===== config.mk =====
export PLATFORM = sky130hd
export DESIGN_NAME = parameters
export DESIGN_NICKNAME = d
export VERILOG_FILES = /design/src/rtl/oci_dct_pkg.sv /design/src/rtl/oci_dct_outreg.sv /design/src/rtl/parameters.sv
export SDC_FILE = /design/constraint.sdc
export NUM_CORES = 1
export LEC_CHECK = 0
export CAP_MARGIN = 0
export CORE_MARGIN = 2
export CORE_UTILIZATION = 46
export DETAILED_ROUTE_END_ITERATION = 7
export HOLD_SLACK_MARGIN = 0.05
export PLACE_DENSITY = 0.79
export SETUP_SLACK_MARGIN = 0.2
export SLEW_MARGIN = 20
export SYNTH_ARGS = -nofsm -noshare
export SYNTH_HDL_FRONTEND = slang
export SYNTH_SLANG_ARGS = --single-unit

===== constraint.sdc =====
create_clock -name clk -period 2.1 [get_ports clk]
set_input_delay 0.315 -clock clk [delete_from_list [all_inputs] [get_ports clk]]
set_output_delay 0.315 -clock clk [all_outputs]
set_load 0.005 [all_outputs]

===== src/rtl/oci_dct_pkg.sv =====
// Shared constants and FSM state type for the OCI trace symbol packer.
package oci_dct_pkg;
    localparam int SYM_W = 2;
    localparam int DEPTH = 15;
    localparam int BUF_W = SYM_W * DEPTH;
    localparam int CNT_W = $clog2(DEPTH + 1);

    typedef enum logic [1:0] {
        RUN   = 2'd0,
        FLUSH = 2'd1,
        ENDED = 2'd2
    } dct_state_t;
endpackage


===== src/rtl/oci_dct_outreg.sv =====
// One-entry valid/ready holding register for a packed word and its symbol count.
module oci_dct_outreg #(
    parameter int DATA_W = oci_dct_pkg::BUF_W,
    parameter int CNT_W  = oci_dct_pkg::CNT_W
) (
    input  logic              clk,
    input  logic              reset,
    input  logic              load_i,
    input  logic [DATA_W-1:0] data_i,
    input  logic [CNT_W-1:0]  count_i,
    input  logic              ready_i,
    output logic              valid_o,
    output logic [DATA_W-1:0] data_o,
    output logic [CNT_W-1:0]  count_o,
    output logic              free_o
);
    logic              valid_q;
    logic [DATA_W-1:0] data_q;
    logic [CNT_W-1:0]  count_q;

    // A load may coincide with the handshake of the previous word.
    assign free_o = !valid_q || ready_i;

    always_ff @(posedge clk or posedge reset) begin
        if (reset) begin
            valid_q <= 1'b0;
            data_q  <= '0;
            count_q <= '0;
        end else if (load_i) begin
            valid_q <= 1'b1;
            data_q  <= data_i;
            count_q <= count_i;
        end else if (valid_q && ready_i) begin
            valid_q <= 1'b0;
            data_q  <= '0;
            count_q <= '0;
        end
    end

    assign valid_o = valid_q;
    assign data_o  = data_q;
    assign count_o = count_q;
endmodule


===== src/rtl/parameters.sv =====
// OCI trace symbol packer: accumulates symbols into words, flushes a partial word
// at end of trace and reports test_ending / test_has_ended downstream.
module parameters #(
    parameter int SYM_W = oci_dct_pkg::SYM_W,
    parameter int DEPTH = oci_dct_pkg::DEPTH,
    localparam int BUF_W = SYM_W * DEPTH,
    localparam int CNT_W = $clog2(DEPTH + 1)
) (
    input  logic             clk,
    input  logic             reset,
    input  logic             sym_valid,
    input  logic [SYM_W-1:0] sym_data,
    output logic             sym_ready,
    input  logic             flush,
    output logic [BUF_W-1:0] dct_buffer,
    output logic [CNT_W-1:0] dct_count,
    output logic             out_valid,
    output logic [BUF_W-1:0] out_data,
    output logic [CNT_W-1:0] out_count,
    input  logic             out_ready,
    output logic             test_ending,
    output logic             test_has_ended
);
    import oci_dct_pkg::dct_state_t;
    import oci_dct_pkg::RUN;
    import oci_dct_pkg::FLUSH;
    import oci_dct_pkg::ENDED;

    localparam logic [CNT_W-1:0] LAST_SLOT = CNT_W'(DEPTH - 1);
    localparam logic [CNT_W-1:0] FULL_CNT  = CNT_W'(DEPTH);
    localparam int               LAST_LSB  = (DEPTH - 1) * SYM_W;

    dct_state_t       state_q, state_d;
    logic [BUF_W-1:0] buf_q, buf_d;
    logic [CNT_W-1:0] cnt_q, cnt_d;

    logic             ld;
    logic [BUF_W-1:0] ld_data;
    logic [CNT_W-1:0] ld_cnt;
    logic             free;
    logic             at_last;
    logic             accept;

    // Handshake: a transfer happens on any rising edge where valid && ready;
    // valid/data are held by the producer until then, ready never depends on valid.
    assign at_last   = (cnt_q == LAST_SLOT);
    assign sym_ready = (state_q == RUN) && !(at_last && !free);
    assign accept    = sym_valid && sym_ready;

    always_comb begin
        state_d = state_q;
        buf_d   = buf_q;
        cnt_d   = cnt_q;
        ld      = 1'b0;
        ld_data = buf_q;
        ld_cnt  = cnt_q;
        case (state_q)
            RUN: begin
                if (accept) begin
                    if (at_last) begin
                        ld      = 1'b1;
                        ld_data[LAST_LSB +: SYM_W] = sym_data;
                        ld_cnt  = FULL_CNT;
                        buf_d   = '0;
                        cnt_d   = '0;
                    end else begin
                        buf_d[int'(cnt_q) * SYM_W +: SYM_W] = sym_data;
                        cnt_d = cnt_q + 1'b1;
                    end
                end
                // The symbol of the flush cycle is folded in before deciding.
                if (flush) begin
                    state_d = (cnt_d == '0) ? ENDED : FLUSH;
                end
            end
            FLUSH: begin
                // A non-zero count means the partial word is not yet handed over.
                if (cnt_q != '0) begin
                    if (free) begin
                        ld    = 1'b1;
                        buf_d = '0;
                        cnt_d = '0;
                    end
                end else if (out_valid && out_ready) begin
                    state_d = ENDED;
                end
            end
            ENDED: begin
                state_d = ENDED;
            end
            default: begin
                state_d = RUN;
            end
        endcase
    end

    always_ff @(posedge clk or posedge reset) begin
        if (reset) begin
            state_q <= RUN;
            buf_q   <= '0;
            cnt_q   <= '0;
        end else begin
            state_q <= state_d;
            buf_q   <= buf_d;
            cnt_q   <= cnt_d;
        end
    end

    oci_dct_outreg #(
        .DATA_W (BUF_W),
        .CNT_W  (CNT_W)
    ) u_outreg (
        .clk     (clk),
        .reset   (reset),
        .load_i  (ld),
        .data_i  (ld_data),
        .count_i (ld_cnt),
        .ready_i (out_ready),
        .valid_o (out_valid),
        .data_o  (out_data),
        .count_o (out_count),
        .free_o  (free)
    );

    assign dct_buffer     = buf_q;
    assign dct_count      = cnt_q;
    assign test_ending    = (state_q == FLUSH);
    assign test_has_ended = (state_q == ENDED);
endmodule

==> reports/metrics.cfg <==
[clock_tree]
root_buffer=clkbuf_8
clkTransAtPathRegs_ns=0.08
clkSinkCount=71
cts_hold_buffers=0
clk_path_buf_depth=2
clkLatencyLatePin_ns=0.35
numCtsBuffers=9
cts_tree=built
cts_max_level=3

[detailed_routing]
num_vias=3348
drc_errors=0
route.met2.wl_um=5695
drt_wl_total_um=11170
firstDrtPassIters=4
dr_wl_met3_um=537
drtIter0Drc=199
wl_met1_um=4771
dr.max_layer_used=met4
ant_nets=0
wire_per_inst_um=19.43
via_per_inst=5.823

[global_route]
grt_pass1_vias=3130
grt_pass1_wl_um=16900
grt.overflow.total=0
track_usage=0.2494
grt_antenna_before_repair=0
grt_max_degree=72

[setup_path]
crit_path_top_delay_cell=dfrtp_2
r2r-end=dct_buffer[21]$_DFFE_PP0P_
critPathTopFamily=compound AO/OA/AOI/OAI gates
endpoint_kind=flip-flop
cp.arrival_ns=2.22
critPathRequiredTime_ns=2.34
ff2ff_path_depth=8
critPathKind=flip-flop to flip-flop
crit_fanout=11
cpMostUsedCell=buf_6
worst-path-buf-inv=3
start_kind=flip-flop
r2r-start=dct_count[1]$_DFFE_PP0P_
worstPathCellList=buf_6 > ha_4 > buf_6 > and2_4 > a21o_4 > buf_8 > a211o_1 > o2bb2ai_1
r2r_setup_slack_ns=0.12
cpPeakStageDelay_ns=0.46

[yosys]
yosys.area.top_type_share=0.4858
synth_cell_types=59
synthFlopType=dfrtp_1
synth.net_count=358
synth_seq_cells=71
synthArstFlopShare=1.000
yosysWarnings=0
syn_inst=340
synth_top_family_by_area=compound AO/OA/AOI/OAI gates
yosys.area.top_type=dfrtp_1
avgSynthCellArea_um2=10.76
synth_area_leaders=dfrtp_1 (49%), a22o_1 (7.9%), ha_1 (3.8%), o31ai_1 (2.7%), inv_1 (2.3%)
syn_area_um2=3657
synth_xor_xnor_area_share=0.002395
yosysSeqAreaShare=0.4858
synth_simple_gate_area_frac=0.1457
muxShareOfSynthArea=0.005816
synthAdderAreaFrac=0.03763
synth_edf_count=0
synth_compound_area_frac=0.2710

[timing]
setup_tns_ns=0
grt_setup_unrepaired=true
hold_viol_final=0
finalClockSkew_ns=0.007936
period_minus_slack_ns=1.977
timing.final.max_slew_violations=0
relSlewSlack=0.6712
tightest_slew_ns=0.4895
fin_crit_sh=0.9415
finalSetupViolCount=0
max_freq_mhz=505.8

[worst_hold_path]
hold_class=input port to asynchronous set/reset pin

[power_and_ir_drop]
powerDensity_nw_per_um2=1544
ir_worst_vdd_v=0.001137
total_leakage_power_uw=0.002352
total_power_uw=8543

[floorplan]
coreArea_um2=7727
rows=32
io_pins=79
die_h_um=93.17
dieArea_um2=8680
start_util=0.4733
die_w_um=93.17

[status]
status=complete, no violations

[final_layout]
area_growth_pct=51.28
nFillCells=546
n_antenna_cell=0
final_nets=487
utilization=0.7160
drive_above_1_share=0.3002

[placement]
gp_congestion=0.9098
io_buffers=78
dp_hpwl_um=7646

[run]
drv_cap=0

registers in the layout, indices dropped and copies added (netlist names):
register / cells
state_q: 2
u_outreg.data_o: 30
u_outreg.count_o: 4
u_outreg.valid_o: 1
dct_count: 4
dct_buffer: 30
cells in the mapped netlist (all sizes together) (7+ instances only):
cell type	count
and2	7
nor2b	8
ha	11
a22o	33
buf	15
o31ai	13
nor3	7
o2bb2ai	8
o22ai	10
nand3	13
o21ai	10
dfrtp	71
nand2	17
nand2b	8
inv	22
cell usage in the layout (no fill, tap or decap), types with 6 or more instances in the layout:
master           synthesis  routed
nand2b_1                 8       8
a22o_1                  33      33
buf_4                    3      46
o2bb2ai_1                8       8
nand2_1                 17      15
o211ai_1                 6       6
clkdlybuf4s50_1          0      75
clkbuf_8                 0       9
o21ai_0                 10       6
buf_6                    0       9
o31ai_1                 13       8
inv_1                   22      16
dfrtp_1                 71      68
o22ai_1                 10       8
nand3_1                 13      11
repair_timing:
item / 4_1_cts / 5_1_grt
setup endpoints to repair: 69 / 69
resized for setup: 25 / 52
gates cloned: 0 / 2
buffers inserted: 9 / 12
pin swaps: 10 / 22
hold endpoints to repair: 0 / 0
per-layer routing:
| metal | vias up | GRT usage |
|---|---|---|
| met5 | - | 0 |
| met4 | 0 | 0.06373 |
| met3 | 17 | 0.05157 |
| met2 | 111 | 0.3998 |
| met1 | 1670 | 0.3479 |
| li1 | 1550 | - |
worst max-delay path by stage:
stage,slack (ns),endpoint,cells past startpoint,from
finish,0.12,dct_buffer[21]$_DFFE_PP0P_,8,dct_count[1]$_DFFE_PP0P_
global route,0.07,dct_buffer[25]$_DFFE_PP0P_,8,dct_count[1]$_DFFE_PP0P_
CTS,0.12,dct_buffer[0]$_DFFE_PP0P_,6,dct_count[1]$_DFFE_PP0P_
detailed placement,-0.02,dct_buffer[6]$_DFFE_PP0P_,5,out_ready
global placement,-0.02,dct_buffer[7]$_DFFE_PP0P_,5,out_ready
floorplan,0.08,dct_buffer[1]$_DFFE_PP0P_,8,dct_count[2]$_DFFE_PP0P_
worst min-delay path, delay by kind of cell:
family | cells | cell delay [ns]
buffers and inverters | 3 | 0.84
report_power, final:
group          leakage (uW)  internal, uW  total (uW)  switching [uW]
Sequential         0.000959          1840        2260             418
Combinational       0.00129          2710        5220            2510
Clock             0.0000988           539        1070             528
logic make-up (layout without fill, tap and decap cells):
kind of cell / Yosys count / after routing
compound gates: 123 / 123
fa+ha+maj: 11 / 11
simple gates: 89 / 89
flops: 71 / 71
buf+inv: 43 / 176
mux: 2 / 2
xor+xnor: 1 / 1
per-stage QoR:
stage,hold slack [ns],instances,worst slack (ns),cell area [um^2]
floorplan,0.4535,340,0.08121,3787
global placement,0.4812,537,-0.01853,4861
detailed placement,0.4851,537,-0.02145,4861
CTS,0.4219,561,0.1187,5210
global route,0.4435,575,0.06586,5533
finish,0.4002,575,0.1229,5533
area by class of cell:
class	count	area, um^2	share of cell area
Inverter	22	96.34	0.01741
Clock buffer	9	123.9	0.02239
Multi-Input combinational cell	226	2018	0.3648
Clock inverter	6	62.56	0.01131
Sequential cell	71	1780	0.3218
Timing Repair Buffer	139	1324	0.2393
Tap cell	102	127.6	0.02307
(Power assumes the default switching activity.)
